--- src/rtl/ll_pkg.sv ---
// rtl/ll_pkg.sv - shared constants and types for the linked-list walker
package ll_pkg;

  localparam int PTR_W   = 4;
  localparam int DATA_W  = 8;
  localparam int HOP_MAX = 2**PTR_W - 1;

  typedef struct packed {
    logic [DATA_W-1:0] data;
    logic [PTR_W-1:0]  next;
    logic              last;
  } node_t;

  typedef enum logic [1:0] {
    IDLE  = 2'd0,
    FETCH = 2'd1,
    SEND  = 2'd2
  } walk_state_t;

endpackage

--- src/rtl/ll_walker_if.sv ---
// rtl/ll_walker_if.sv - head-pointer, table-write and node-output bundle
interface ll_walker_if #(
  parameter int PTR_W  = ll_pkg::PTR_W,
  parameter int DATA_W = ll_pkg::DATA_W
);
  logic [PTR_W-1:0]  in_ptr;
  logic              in_ptr_vld;
  logic              in_ptr_rdy;

  logic              wr_en;
  logic [PTR_W-1:0]  wr_addr;
  logic [DATA_W-1:0] wr_data;
  logic [PTR_W-1:0]  wr_next;
  logic              wr_last;

  logic [PTR_W-1:0]  out_ptr;
  logic [DATA_W-1:0] out_data;
  logic              out_last;
  logic              out_err;
  logic              out_vld;
  logic              out_rdy;

  modport master (
    output in_ptr, in_ptr_vld, wr_en, wr_addr, wr_data, wr_next, wr_last, out_rdy,
    input  in_ptr_rdy, out_ptr, out_data, out_last, out_err, out_vld
  );

  modport slave (
    input  in_ptr, in_ptr_vld, wr_en, wr_addr, wr_data, wr_next, wr_last, out_rdy,
    output in_ptr_rdy, out_ptr, out_data, out_last, out_err, out_vld
  );
endinterface

--- src/rtl/ll_walker_node_table.sv ---
// rtl/ll_walker_node_table.sv - node storage, sync write, combinational read
module ll_node_table #(
  parameter int PTR_W  = ll_pkg::PTR_W,
  parameter int DATA_W = ll_pkg::DATA_W
) (
  input  logic              clk,
  input  logic              rst_n,
  input  logic              wr_en_i,
  input  logic [PTR_W-1:0]  wr_addr_i,
  input  logic [DATA_W-1:0] wr_data_i,
  input  logic [PTR_W-1:0]  wr_next_i,
  input  logic              wr_last_i,
  input  logic [PTR_W-1:0]  rd_addr_i,
  output logic [DATA_W-1:0] rd_data_o,
  output logic [PTR_W-1:0]  rd_next_o,
  output logic              rd_last_o
);
  localparam int DEPTH = 2**PTR_W;

  logic [DATA_W-1:0] data_q [DEPTH];
  logic [PTR_W-1:0]  next_q [DEPTH];
  logic              last_q [DEPTH];

  // Every entry resets to an isolated tail node so an unloaded walk ends at once
  always_ff @(posedge clk or negedge rst_n) begin
    if (!rst_n) begin
      for (int i = 0; i < DEPTH; i++) begin
        data_q[i] <= '0;
        next_q[i] <= '0;
        last_q[i] <= 1'b1;
      end
    end else if (wr_en_i) begin
      data_q[wr_addr_i] <= wr_data_i;
      next_q[wr_addr_i] <= wr_next_i;
      last_q[wr_addr_i] <= wr_last_i;
    end
  end

  assign rd_data_o = data_q[rd_addr_i];
  assign rd_next_o = next_q[rd_addr_i];
  assign rd_last_o = last_q[rd_addr_i];
endmodule

--- src/rtl/ll_walker.sv ---
// rtl/ll_walker.sv - linked-list walker top; LL_WALKER_STATS_EN adds walk/node counters
module ll_walker
  import ll_pkg::*;
#(
  parameter int PTR_W  = ll_pkg::PTR_W,
  parameter int DATA_W = ll_pkg::DATA_W
) (
  input  logic        clk,
  input  logic        rst_n,
  ll_walker_if.slave  bus
`ifdef LL_WALKER_STATS_EN
  ,
  output logic [15:0] walk_cnt,
  output logic [15:0] node_cnt
`endif
);
  localparam int unsigned HOP_LIM = 2**PTR_W - 1;

  walk_state_t       state_q, state_d;
  logic [PTR_W-1:0]  cur_q, cur_d;
  logic [PTR_W-1:0]  hop_q, hop_d;
  logic [PTR_W-1:0]  next_q, next_d;
  logic [PTR_W-1:0]  out_ptr_q, out_ptr_d;
  logic [DATA_W-1:0] out_data_q, out_data_d;
  logic              out_last_q, out_last_d;
  logic              out_err_q, out_err_d;
  logic              out_vld_q, out_vld_d;

  logic [DATA_W-1:0] rd_data;
  logic [PTR_W-1:0]  rd_next;
  logic              rd_last;
  logic              hop_at_max;

  ll_node_table #(.PTR_W(PTR_W), .DATA_W(DATA_W)) u_table (
    .clk       (clk),
    .rst_n     (rst_n),
    .wr_en_i   (bus.wr_en),
    .wr_addr_i (bus.wr_addr),
    .wr_data_i (bus.wr_data),
    .wr_next_i (bus.wr_next),
    .wr_last_i (bus.wr_last),
    .rd_addr_i (cur_q),
    .rd_data_o (rd_data),
    .rd_next_o (rd_next),
    .rd_last_o (rd_last)
  );

  assign hop_at_max = (hop_q == HOP_LIM[PTR_W-1:0]);

  // Walk state and the held output beat
  always_ff @(posedge clk or negedge rst_n) begin
    if (!rst_n) begin
      state_q    <= IDLE;
      cur_q      <= '0;
      hop_q      <= '0;
      next_q     <= '0;
      out_ptr_q  <= '0;
      out_data_q <= '0;
      out_last_q <= 1'b0;
      out_err_q  <= 1'b0;
      out_vld_q  <= 1'b0;
    end else begin
      state_q    <= state_d;
      cur_q      <= cur_d;
      hop_q      <= hop_d;
      next_q     <= next_d;
      out_ptr_q  <= out_ptr_d;
      out_data_q <= out_data_d;
      out_last_q <= out_last_d;
      out_err_q  <= out_err_d;
      out_vld_q  <= out_vld_d;
    end
  end

  // Next state: accept head, snapshot node (read-before-write), hand off beat
  always_comb begin
    state_d    = state_q;
    cur_d      = cur_q;
    hop_d      = hop_q;
    next_d     = next_q;
    out_ptr_d  = out_ptr_q;
    out_data_d = out_data_q;
    out_last_d = out_last_q;
    out_err_d  = out_err_q;
    out_vld_d  = out_vld_q;
    unique case (state_q)
      IDLE: begin
        if (bus.in_ptr_vld) begin
          cur_d   = bus.in_ptr;
          hop_d   = '0;
          state_d = FETCH;
        end
      end
      FETCH: begin
        out_ptr_d  = cur_q;
        out_data_d = rd_data;
        next_d     = rd_next;
        out_last_d = rd_last | hop_at_max;
        out_err_d  = ~rd_last & hop_at_max;
        out_vld_d  = 1'b1;
        state_d    = SEND;
      end
      SEND: begin
        if (bus.out_rdy) begin
          out_vld_d = 1'b0;
          if (out_last_q) begin
            state_d = IDLE;
          end else begin
            cur_d   = next_q;
            hop_d   = hop_q + 1'b1;
            state_d = FETCH;
          end
        end
      end
      default: state_d = IDLE;
    endcase
  end

  assign bus.in_ptr_rdy = (state_q == IDLE);
  assign bus.out_ptr    = out_ptr_q;
  assign bus.out_data   = out_data_q;
  assign bus.out_last   = out_last_q;
  assign bus.out_err    = out_err_q;
  assign bus.out_vld    = out_vld_q;

`ifdef LL_WALKER_STATS_EN
  logic [15:0] walk_cnt_q;
  logic [15:0] node_cnt_q;

  // Count accepted beats and completed walks, wrapping naturally
  always_ff @(posedge clk or negedge rst_n) begin
    if (!rst_n) begin
      walk_cnt_q <= '0;
      node_cnt_q <= '0;
    end else if (out_vld_q && bus.out_rdy) begin
      node_cnt_q <= node_cnt_q + 16'd1;
      if (out_last_q) walk_cnt_q <= walk_cnt_q + 16'd1;
    end
  end

  assign walk_cnt = walk_cnt_q;
  assign node_cnt = node_cnt_q;
`endif
endmodule

--- src/flat_wrapper.sv ---
// flat-port wrapper written by rule: the top's interface ports become plain ports
module ll_walker_flat import ll_pkg::*;
#(
  parameter int PTR_W  = ll_pkg::PTR_W,
  parameter int DATA_W = ll_pkg::DATA_W
)
  (clk, rst_n, bus_in_ptr, bus_in_ptr_vld, bus_wr_en, bus_wr_addr, bus_wr_data, bus_wr_next, bus_wr_last, bus_out_rdy, bus_in_ptr_rdy, bus_out_ptr, bus_out_data, bus_out_last, bus_out_err, bus_out_vld);
  ll_walker_if #(.PTR_W(PTR_W), .DATA_W(DATA_W)) bus_i ();
  input  logic clk;
  input  logic rst_n;
  input wire logic [$bits(bus_i.in_ptr)-1:0] bus_in_ptr;
  input wire logic [$bits(bus_i.in_ptr_vld)-1:0] bus_in_ptr_vld;
  input wire logic [$bits(bus_i.wr_en)-1:0] bus_wr_en;
  input wire logic [$bits(bus_i.wr_addr)-1:0] bus_wr_addr;
  input wire logic [$bits(bus_i.wr_data)-1:0] bus_wr_data;
  input wire logic [$bits(bus_i.wr_next)-1:0] bus_wr_next;
  input wire logic [$bits(bus_i.wr_last)-1:0] bus_wr_last;
  input wire logic [$bits(bus_i.out_rdy)-1:0] bus_out_rdy;
  output wire logic [$bits(bus_i.in_ptr_rdy)-1:0] bus_in_ptr_rdy;
  output wire logic [$bits(bus_i.out_ptr)-1:0] bus_out_ptr;
  output wire logic [$bits(bus_i.out_data)-1:0] bus_out_data;
  output wire logic [$bits(bus_i.out_last)-1:0] bus_out_last;
  output wire logic [$bits(bus_i.out_err)-1:0] bus_out_err;
  output wire logic [$bits(bus_i.out_vld)-1:0] bus_out_vld;
  assign bus_i.in_ptr = bus_in_ptr;
  assign bus_i.in_ptr_vld = bus_in_ptr_vld;
  assign bus_i.wr_en = bus_wr_en;
  assign bus_i.wr_addr = bus_wr_addr;
  assign bus_i.wr_data = bus_wr_data;
  assign bus_i.wr_next = bus_wr_next;
  assign bus_i.wr_last = bus_wr_last;
  assign bus_i.out_rdy = bus_out_rdy;
  assign bus_in_ptr_rdy = bus_i.in_ptr_rdy;
  assign bus_out_ptr = bus_i.out_ptr;
  assign bus_out_data = bus_i.out_data;
  assign bus_out_last = bus_i.out_last;
  assign bus_out_err = bus_i.out_err;
  assign bus_out_vld = bus_i.out_vld;
  ll_walker #(.PTR_W(PTR_W), .DATA_W(DATA_W)) u_core (.clk(clk), .rst_n(rst_n), .bus(bus_i));
endmodule
--- config.mk ---
export PLATFORM = sky130hd
export DESIGN_NAME = ll_walker_flat
export DESIGN_NICKNAME = d
export VERILOG_FILES = /design/src/rtl/ll_pkg.sv /design/src/rtl/ll_walker_if.sv /design/src/rtl/ll_walker_node_table.sv /design/src/rtl/ll_walker.sv /design/src/flat_wrapper.sv
export SDC_FILE = /design/constraint.sdc
export NUM_CORES = 1
export LEC_CHECK = 0
export BUFFER_PORTS_ARGS = -buffer_cell sky130_fd_sc_hd__buf_2
export CORE_MARGIN = 3
export CORE_UTILIZATION = 40
export DETAILED_ROUTE_END_ITERATION = 12
export PLACE_DENSITY = 0.55
export SLEW_MARGIN = 30
export SYNTH_ARGS = -nofsm -noshare
export SYNTH_HDL_FRONTEND = slang
export SYNTH_SLANG_ARGS = --single-unit
--- constraint.sdc ---
create_clock -name clk -period 2.6 [get_ports clk]
set_clock_uncertainty 0.15 [all_clocks]
set_input_delay 0.52 -clock clk [delete_from_list [all_inputs] [get_ports clk]]
set_output_delay 0.52 -clock clk [all_outputs]
set_load 0.02 [all_outputs]
==> impl_metrics.json, run 1 <==
{
  "outcome": "finished, final reports clean",
  "synth.net_count": 759,
  "post_route_cells_drive_above_1_share_pct": 46.42,
  "grt_start_max_net_pins": 72,
  "sequential_cell_area_sq_um": 5956,
  "ios": 42,
  "timing.slew.headroom_pct": 43.55,
  "die_h_um": 171.6,
  "worstPathArrival_ns": 2.33,
  "avgRoutedWirePerCell_um": 22.07,
  "power.ir.vdd_worst_v": 0.0005569,
  "worst_skew_pair.late_latency_ns": 0.53,
  "areaGrowthSynthToFinish_pct": 13.10,
  "insertedDiodeCount": 0,
  "crit_path_max_fanout": 30,
  "setup_repair_after_global_routing_missed_its_margin": "false",
  "design.final.nets": 804,
  "clockRootBuffer": "clkbuf_16",
  "synth-compound-area-share_pct": 4.252,
  "postSynthCellCount": 732,
  "drt_wl_total_mm": 25.12,
  "synth_xor_xnor_area_share_pct": 0.1596,
  "drt_pre_antenna_iters": 5,
  "timing.critical_path.buf_inv": 2,
  "cap_violations": 0,
  "setup.worst_path.end": "u_core.next_q[2]",
  "worst-r2r-cell-count": 6,
  "chain_of_cells_forming_the_critical_path": "buf_12, nor2_1, buf_4, a22oi_1, a32oi_1, o31ai_1",
  "hpwlAfterDp_mm": 16.36,
  "post_synth_and_or_nand_nor_area_fraction_pct": 2.861,
  "total_power_mw": 13.14,
  "rr_startpoint": "u_core.cur_q[0]",
  "regToRegEndpoint": "u_core.next_q[2]",
  "criticalPathCategory": "flip-flop to flip-flop",
  "worst_setup_path_startpoint": "u_core.cur_q[0]",
  "synth_cell_type_count": 41,
  "multiInputGateArea_sq_um": 4581,
  "ys_top_cells_by_area": "dfrtp_1 (50%), mux2_2 (19%), mux2i_1 (6.4%), dfstp_2 (3.8%), mux2_4 (2.7%)",
  "grt_pass1_wl_mm": 39.25,
  "clock.fmax_mhz": 482.4,
  "cts.reportedPaths.clkPinSlew_ns": 0.06,
  "num_rows": 60,
  "routabilityCongestion": 0.7770,
  "post-route-drc-count": 0,
  "clock_tree_from_tritoncts": "built",
  "htree_levels": 1,
  "starting_density_of_the_core_pct": 40.72,
  "cts_max_path_buffers": 3,
  "min_delay_worst_type": "primary input to flip-flop",
  "initial_antenna_violation_count": 0,
  "cts_buffers": 26,
  "gr-usage-all-layers_pct": 17.10,
  "cp_data_required_time_ns": 2.85,
  "routed_via_density": 5.522,
  "totalNegativeSetupSlack_ns": 0,
  "cellLeakagePower_nw": 5.645,
  "sinks_on_the_clock_net": 237,
  "multiplexer_share_of_the_synthesized_area_pct": 34.35,
  "tightest_slew_ns": 0.8468,
  "grt_overflow_total": 0,
  "endpoints_failing_hold": 0,
  "route.antenna.remaining_nets": 0,
  "netlist_area_sq_um": 10980,
  "synthAdderAreaFrac_pct": 0.1140,
  "timing.critical_path.slowest_cell_delay_ns": 0.45,
  "syn-mean-instance-area_sq_um": 14.99,
  "dieWidth_um": 171.6,
  "yosys_register_bits": 237,
  "drt_iter0_drc": 284,
  "finalWorstPathRequiredPeriod_ns": 2.073,
  "netlist.top_cell.by_area": "dfrtp_1",
  "critical_path.startpoint_type": "flip-flop",
  "num_vias": 6284,
  "core_region_area_sq_um": 26950,
  "via_count_of_the_first_global_routing_pass": 6634,
  "crit_slowest_cell": "nor2_1",
  "filler_cell_count": 2340,
  "largest_family_of_logic_cells_by_synthesized_area": "multiplexers",
  "post-route-period-util_pct": 79.73,
  "setup-violations-final": 0,
  "synth.yosys.warnings": 0,
  "critical_path.top_delay_family": "buffers and inverters",
  "regToRegSetupSlack_ns": 0.53,
  "synth_sequential_area_ratio_pct": 54.22,
  "min_from": "bus_in_ptr_vld",
  "end_kind": "flip-flop",
  "floorplan.die_area_sq_um": 29460,
  "drv_slew": 0,
  "power_per_cell_area_nw_per_um2": 1058,
  "critical_path_cell_count": 6,
  "top_area_cell_type_share_of_the_netlist_area_pct": 50.39,
  "port_buffers": 41
}
-- how the worst min path moves through the flow --
| stage | end | slack, ns | cells past startpoint |
|---|---|---|---|
| finish | u_core.hop_q[2] | 0.04 | 2 |
| global route | u_core.hop_q[2] | 0.04 | 2 |
| CTS | u_core.hop_q[2] | 0.03 | 2 |
| detailed placement | u_core.bus.out_ptr[2] | 0.31 | 2 |
| global placement | u_core.bus.out_ptr[2] | 0.31 | 2 |
| floorplan | u_core.bus.out_data[0] | 0.07 | 0 |
-- layout make-up --
type | instances | share of cell area [%]
multi-input combinational | 434 | 36.90
clock inverter | 10 | 0.8064
inverter | 2 | 0.06048
clock buffer | 38 | 6.340
timing repair buffer | 76 | 4.475
tap | 341 | 3.437
sequential | 237 | 47.98
-- flip-flops by register name (all words and copies together) (netlist names) --
signal / cells
u_core.bus.out_err: 1
u_core.next_q: 4
u_core.bus.out_data: 8
u_core.state_q: 2
u_core.cur_q: 4
u_core.u_table.last_q: 16
u_core.u_table.next_q: 64
u_core.hop_q: 4
u_core.u_table.data_q: 128
u_core.bus.out_ptr: 4
u_core.bus.out_vld: 1
u_core.bus.out_last: 1
-- cell usage in the layout, fill, tap and decap left out, drive strengths merged, types with 2 or more instances in the layout --
cell type,Yosys,final
nand2b,6,6
a22oi,23,23
and2,3,3
and2b,3,3
o31ai,10,10
nand2,14,14
xor2,2,2
buf,35,75
mux2i,70,70
a21o,2,2
clkinv,0,8
bufinv,0,2
nand3b,5,5
or3,2,2
a21oi,14,14
o21ai,3,3
mux2,210,210
nand3,2,2
a32oi,12,12
nor2,20,20
inv,2,2
clkbuf,24,38
mux4,26,26
dfrtp,221,221
dfstp,16,16
-- cell usage after synthesis (all sizes together) --
library cell	count
nand4	1
nor3b	1
buf	35
o31ai	10
dfstp	16
mux2	210
a32oi	12
nor2b	1
o22a	1
or3	2
dfrtp	221
o21ai	3
nand3	2
nand3b	5
inv	2
mux4	26
mux2i	70
xor2	2
nor2	20
a21oi	14
nand2b	6
a21o	2
nand2	14
ha	1
and4bb	1
a22oi	23
clkbuf	24
and2b	3
and2	3
and3	1
-- report_power, final --
group / total, mW / switching, mW / leakage, nW / internal, mW
clock network: 3.75 / 1.46 / 0.447 / 2.29
registers: 5.32 / 0.642 / 2.88 / 4.67
logic: 4.07 / 1.98 / 2.31 / 2.10
-- through the flow --
stage / utilization, % / cell area [sq um] / setup WS [ns] / hold slack (ns) / cells
after floorplan: - / 10980 / 0.7424 / 0.07441 / 732
final: 46.06 / 12410 / 0.5270 / 0.04317 / 1138
after global routing: 46.06 / 12410 / 0.4226 / 0.04439 / 1138
after CTS: 46.06 / 12410 / 0.5042 / 0.02912 / 1138
after global placement: 42.73 / 11520 / 0.4357 / 0.3050 / 1089
after detailed placement: 42.73 / 11520 / 0.4082 / 0.3065 / 1089
-- cell families after synthesis --
family / Yosys count
AO/OA/AOI/OAI: 65
XOR/XNOR: 2
adder cells (fa/ha/maj): 1
buffers and inverters: 61
flip-flops: 237
multiplexers: 306
AND/OR/NAND/NOR: 60
-- layer usage --
layer,wire (um),global-route usage (%),share of wire (%)
met1,11710,24.63,47
met2,12150,28.18,48
met3,846,2.023,3.4
met4,406,3.499,1.6
met5,0,0,0
-- timing repair --
action                                 CTS  global route
resized for setup                        0             0
hold buffers                             1             0
endpoints found under the hold margin   65             0
setup buffers                            0             0
Power figures use the tool's default switching activity.
==> run 2, diff against run 1 <==
==> constraint.sdc (replaced) <==
create_clock -name clk -period 2.2 [get_ports clk]
set_clock_uncertainty 0.15 [all_clocks]
set_input_delay 0.44 -clock clk [delete_from_list [all_inputs] [get_ports clk]]
set_output_delay 0.44 -clock clk [all_outputs]
set_load 0.02 [all_outputs]
==> run 2 against run 1 <==
Non-clock buffer count up 14. Hold slack got worse by 0.0092 ns. Largest cell class unchanged. Cell count rose by 1.4%. Critical path type unchanged. Cell area up 2.1%.
==> impl_metrics.json, run 2 (synthesis results as in run 1) <==
{
  "outcome": "finished, final reports clean",
  "finalWorstPathRequiredPeriod_ns": 2.080,
  "largest_reg_flops": 128,
  "dieWidth_um": 171.6,
  "power.ir.vdd_worst_v": 0.0006109,
  "post-route-drc-count": 0,
  "gr-usage-all-layers_pct": 18.01,
  "routabilityCongestion": 0.7837,
  "num_rows": 60,
  "htree_levels": 1,
  "sequential_cell_area_sq_um": 5956,
  "post_route_cells_drive_above_1_share_pct": 47.36,
  "starting_density_of_the_core_pct": 40.72,
  "mostFrequentLayoutCells": "dfrtp_1 (219), mux2_2 (190), mux2i_1 (70)",
  "criticalPathCategory": "flip-flop to flip-flop",
  "placedInstanceArea_sq_um": 11800,
  "crit_path_max_fanout": 15,
  "design.final.nets": 819,
  "min_delay_worst_type": "primary input to flip-flop",
  "num_vias": 6313,
  "drv_slew": 0,
  "endpoints_failing_hold": 0,
  "layout_commonest_cell": "dfrtp_1",
  "core_region_area_sq_um": 26950,
  "cts.reportedPaths.clkPinSlew_ns": 0.06,
  "multiInputGateArea_sq_um": 4581,
  "hpwlAfterDp_mm": 17.08,
  "cellLeakagePower_nw": 5.733,
  "worstPathArrival_ns": 2.33,
  "cts_max_path_buffers": 3,
  "worst_skew_pair.late_latency_ns": 0.53,
  "power_per_cell_area_nw_per_um2": 1241,
  "avgRoutedWirePerCell_um": 22.67,
  "grt_pass1_wl_mm": 40.82,
  "drt_iter0_drc": 377,
  "areaGrowthSynthToFinish_pct": 15.49,
  "via_count_of_the_first_global_routing_pass": 6666,
  "clockRootBuffer": "clkbuf_16",
  "largest_register_by_flop_count": "u_core.u_table.data_q",
  "grt_overflow_total": 0,
  "cap_violations": 0,
  "end_kind": "flip-flop",
  "grt_start_max_net_pins": 68,
  "cts_buffers": 27,
  "filler_cell_count": 2268,
  "timing.slew.headroom_pct": 61.93,
  "cp_data_required_time_ns": 2.45,
  "routed_via_density": 5.471,
  "post-route-period-util_pct": 94.54,
  "setup-violations-final": 0,
  "drt_pre_antenna_iters": 7,
  "ios": 42,
  "insertedDiodeCount": 0,
  "drt_wl_total_mm": 26.16,
  "route.antenna.remaining_nets": 0,
  "post_cts_resize_count": 0,
  "floorplan.die_area_sq_um": 29460,
  "tightest_slew_ns": 0.5711,
  "largest_registers": "u_core.u_table.data_q x128, u_core.u_table.next_q x64, u_core.u_table.last_q x16",
  "initial_antenna_violation_count": 0,
  "totalNegativeSetupSlack_ns": 0,
  "finish.instance_area_sq_um": 12680,
  "clock_tree_from_tritoncts": "built",
  "clock.fmax_mhz": 480.8,
  "setup_repair_after_global_routing_missed_its_margin": "false",
  "die_h_um": 171.6,
  "critical_path.startpoint_type": "flip-flop",
  "sinks_on_the_clock_net": 237,
  "port_buffers": 41
}
[run 2: routing by layer]
metal | wire length, um | vias up | part of all wire [%] | global-route usage (%)
li1 | - | 2816 | - | -
met1 | 12020 | 3377 | 46 | 25.75
met2 | 12940 | 98 | 49 | 30.05
met3 | 855 | 22 | 3.3 | 2.023
met4 | 351 | 0 | 1.3 | 3.429
met5 | 0 | - | 0 | 0
[run 2: report_power, final]
group	internal, mW	switching (mW)	total, mW
registers	5.53	0.741	6.27
logic	2.75	2.45	5.20
clock network	2.46	1.80	4.26
[run 2: critical path, cell delays in order (launching register included)]
cell,delay (ns)
dfrtp_4,0.61
buf_12,0.21
buf_12,0.16
mux2i_1,0.22
a22oi_1,0.10
a32oi_1,0.36
o31ai_1,0.13
[run 2: cell type report]
type | count | share of cell area [%]
Sequential cell | 237 | 46.98
Clock buffer | 37 | 6.100
Timing Repair Buffer | 90 | 6.712
Multi-Input combinational cell | 434 | 36.14
Clock inverter | 13 | 0.6416
Tap cell | 341 | 3.366
Inverter | 2 | 0.05922
[run 2: repair_timing]
item | CTS | global route
endpoints found under the hold margin | 62 | 0
hold buffers | 2 | 0
buffers inserted | 0 | 0
[run 2: final timing paths]
path,start,endpoint,slack (ns),depth (start not counted)
max,u_core.cur_q[1],u_core.next_q[1],0.12,6
min,bus_out_rdy,u_core.state_q[1],0.03,2
max reg2reg,u_core.cur_q[1],u_core.next_q[1],0.12,6
min reg2reg,u_core.bus.out_ptr[1],u_core.bus.out_ptr[1],0.33,1
max in group asynchronous,rst_n,u_core.u_table.last_q[11],0.88,3
min in group asynchronous,rst_n,u_core.u_table.data_q[20],0.31,2
[run 2: metrics by stage]
stage          instances  setup slack, ns  util (%)  hold slack (ns)  power (mW)
2_1_floorplan        732           0.4224         -        -0.005591       9.969
3_3_place_gp        1102           0.1329     43.79           0.2903       11.38
3_5_place_dp        1102           0.1210     43.79           0.3013       11.56
4_1_cts             1154           0.1323     47.03          0.01219       15.88
5_1_grt             1154          0.05149     47.03          0.02575       16.54
6_report            1154           0.1202     47.03          0.03402       15.73
==> run 3, diff against run 2 <==
--- a/config.mk
+++ b/config.mk
@@ -10,6 +10,7 @@
 export CORE_UTILIZATION = 40
 export DETAILED_ROUTE_END_ITERATION = 12
 export PLACE_DENSITY = 0.55
+export SKIP_CTS_REPAIR_TIMING = 1
 export SLEW_MARGIN = 30
 export SYNTH_ARGS = -nofsm -noshare
 export SYNTH_HDL_FRONTEND = slang
==> constraint.sdc (replaced) <==
create_clock -name clk -period 2.05 [get_ports clk]
set_clock_uncertainty 0.15 [all_clocks]
set_input_delay 0.41 -clock clk [delete_from_list [all_inputs] [get_ports clk]]
set_output_delay 0.41 -clock clk [all_outputs]
set_load 0.02 [all_outputs]
==> run 3 against run 2 <==
Cell area rose by 0.94%. Sequential power grew 6.7%. Flip-flop and latch count unchanged. Critical path depth fell by 2. Core utilization grew 0.44 points. Combinational power is 10% higher. Clock power rose by 10%. Fmax up 2.4%. Hold slack better by 0.033 ns. Routed wire length rose by 1.6%. Largest cell class unchanged.
==> impl_metrics.json, run 3 (synthesis results as in run 1) <==
{
  "outcome": "finished, final reports clean",
  "placed_cells_incl_taps": 1114,
  "core_region_area_sq_um": 26950,
  "timing.slew.headroom_pct": 66.11,
  "via_count_of_the_first_global_routing_pass": 7000,
  "finalWorstPathRequiredPeriod_ns": 2.031,
  "power.ir.vdd_worst_v": 0.0007495,
  "layout_commonest_cell": "dfrtp_1",
  "gr-usage-all-layers_pct": 18.34,
  "drt_iter0_drc": 357,
  "largest_registers": "u_core.u_table.data_q x128, u_core.u_table.next_q x64, u_core.u_table.last_q x16",
  "drt_wl_total_mm": 26.57,
  "cp_data_required_time_ns": 2.31,
  "worst_skew_pair.late_latency_ns": 0.53,
  "num_rows": 60,
  "clock_tree_from_tritoncts": "built",
  "placedInstanceArea_sq_um": 11880,
  "num_vias": 6439,
  "final_standard_cell_count_with_taps_included_and_fillers_excluded": 1165,
  "die_h_um": 171.6,
  "cts_max_path_buffers": 3,
  "power_per_cell_area_nw_per_um2": 1338,
  "clockRootBuffer": "clkbuf_16",
  "ios": 42,
  "end_kind": "flip-flop",
  "avgRoutedWirePerCell_um": 22.81,
  "cts_buffers": 27,
  "critical_path.startpoint_type": "flip-flop",
  "floorplan.die_area_sq_um": 29460,
  "power_frac_seq_pct": 39.1,
  "sinks_on_the_clock_net": 237,
  "post-route-period-util_pct": 99.08,
  "largest_reg_flops": 128,
  "endpoints_failing_hold": 0,
  "worstPathArrival_ns": 2.29,
  "cellLeakagePower_nw": 5.806,
  "tightest_slew_ns": 0.5084,
  "post-route-drc-count": 0,
  "htree_levels": 1,
  "power.switching_fraction_pct": 31.09,
  "grt_pass1_wl_mm": 41.74,
  "starting_density_of_the_core_pct": 40.72,
  "design.final.nets": 832,
  "min_delay_worst_type": "primary input to flip-flop",
  "mostFrequentLayoutCells": "dfrtp_1 (219), mux2_2 (190), mux2i_1 (69)",
  "routed_via_density": 5.527,
  "clock.fmax_mhz": 492.3,
  "regToRegSetupSlack_ns": 0.02,
  "largest_register_by_flop_count": "u_core.u_table.data_q",
  "post_route_cells_drive_above_1_share_pct": 47.82,
  "insertedDiodeCount": 0,
  "finish.instance_area_sq_um": 12790,
  "setup-violations-final": 0,
  "grt_start_max_net_pins": 59,
  "areaGrowthSynthToFinish_pct": 16.58,
  "routabilityCongestion": 0.8057,
  "filler_cell_count": 2347,
  "drv_slew": 0,
  "dieWidth_um": 171.6,
  "criticalPathCategory": "flip-flop to flip-flop",
  "postLayoutSetupSlackWorst_ns": 0.01879,
  "totalNegativeSetupSlack_ns": 0,
  "pre_cts_ws_ns": 0.01270,
  "power.share.clock_pct": 27.4,
  "hpwlAfterDp_mm": 17.80,
  "combinational_share_of_power_pct": 33.5,
  "route.antenna.remaining_nets": 0,
  "initial_antenna_violation_count": 1,
  "power_report.internal_total_mw": 11.80,
  "grt_overflow_total": 0,
  "cts.reportedPaths.clkPinSlew_ns": 0.06,
  "cap_violations": 0,
  "net-switching-power_mw": 5.324,
  "port_buffers": 41,
  "drt_pre_antenna_iters": 4,
  "crit_path_max_fanout": 28,
  "setup_repair_after_global_routing_missed_its_margin": "true",
  "hold_slack_ns": 0.06731
}
[run 3: cell types whose count changed in the layout (fill, tap and decap cells not counted), moves of 2 or more]
cell	previous run	this run
buf_4	26	39
clkbuf_1	4	7
clkbuf_8	6	8
clkinv_2	7	3
clkinvlp_4	5	0
[run 3: power groups by stage]
stage          combinational [mW]  sequential (mW)  clock, mW
2_1_floorplan                4.12             6.58          0
3_3_place_gp                 5.64             6.69          0
6_report                     5.73             6.69       4.69
5_1_grt                      6.18             6.84       5.00
3_5_place_dp                 5.74             6.76          0
4_1_cts                      5.75             6.69       4.81
[run 3: area by class of cell]
class                           instances  area [sq um]  share of cell area (%)
Sequential cell                       237          5956                   46.55
Multi-Input combinational cell        434          4592                   35.89
Timing Repair Buffer                  103         938.4                   7.334
Clock buffer                           42         812.0                   6.347
Tap cell                              341         426.7                   3.335
Clock inverter                          6         62.56                  0.4889
Inverter                                2         7.507                 0.05867
[run 3: per-layer routing]
| metal | vias up | part of all wire [%] | GRT usage (%) |
|---|---|---|---|
| li1 | 2860 | - | - |
| met3 | 30 | 2.7 | 2.068 |
| met5 | - | 0 | 0 |
| met4 | 0 | 1.7 | 4.304 |
| met2 | 92 | 50 | 31.61 |
| met1 | 3457 | 46 | 25.00 |
[run 3: final timing paths]
kind,endpoint,from,cells past startpoint
max,u_core.bus.out_data[2],u_core.cur_q[1],4
min in group asynchronous,u_core.u_table.data_q[50],rst_n,2
max in group asynchronous,u_core.u_table.last_q[0],rst_n,3
min reg2reg,u_core.bus.out_ptr[0],u_core.bus.out_ptr[0],2
max reg2reg,u_core.bus.out_data[2],u_core.cur_q[1],4
min,u_core.cur_q[2],bus_in_ptr[2],3
[run 3: critical path: stages (launching register included)]
cell     delay, ns
dfrtp_4       0.57
buf_12        0.25
mux4_4        0.45
mux2i_1       0.35
o31ai_1       0.11
[run 3: metrics by stage]
stage,total power [mW],util (%)
finish,17.12,47.47
global route,18.02,47.47
CTS,17.25,47.32
detailed placement,12.51,44.08
global placement,12.32,44.08
floorplan,10.70,-
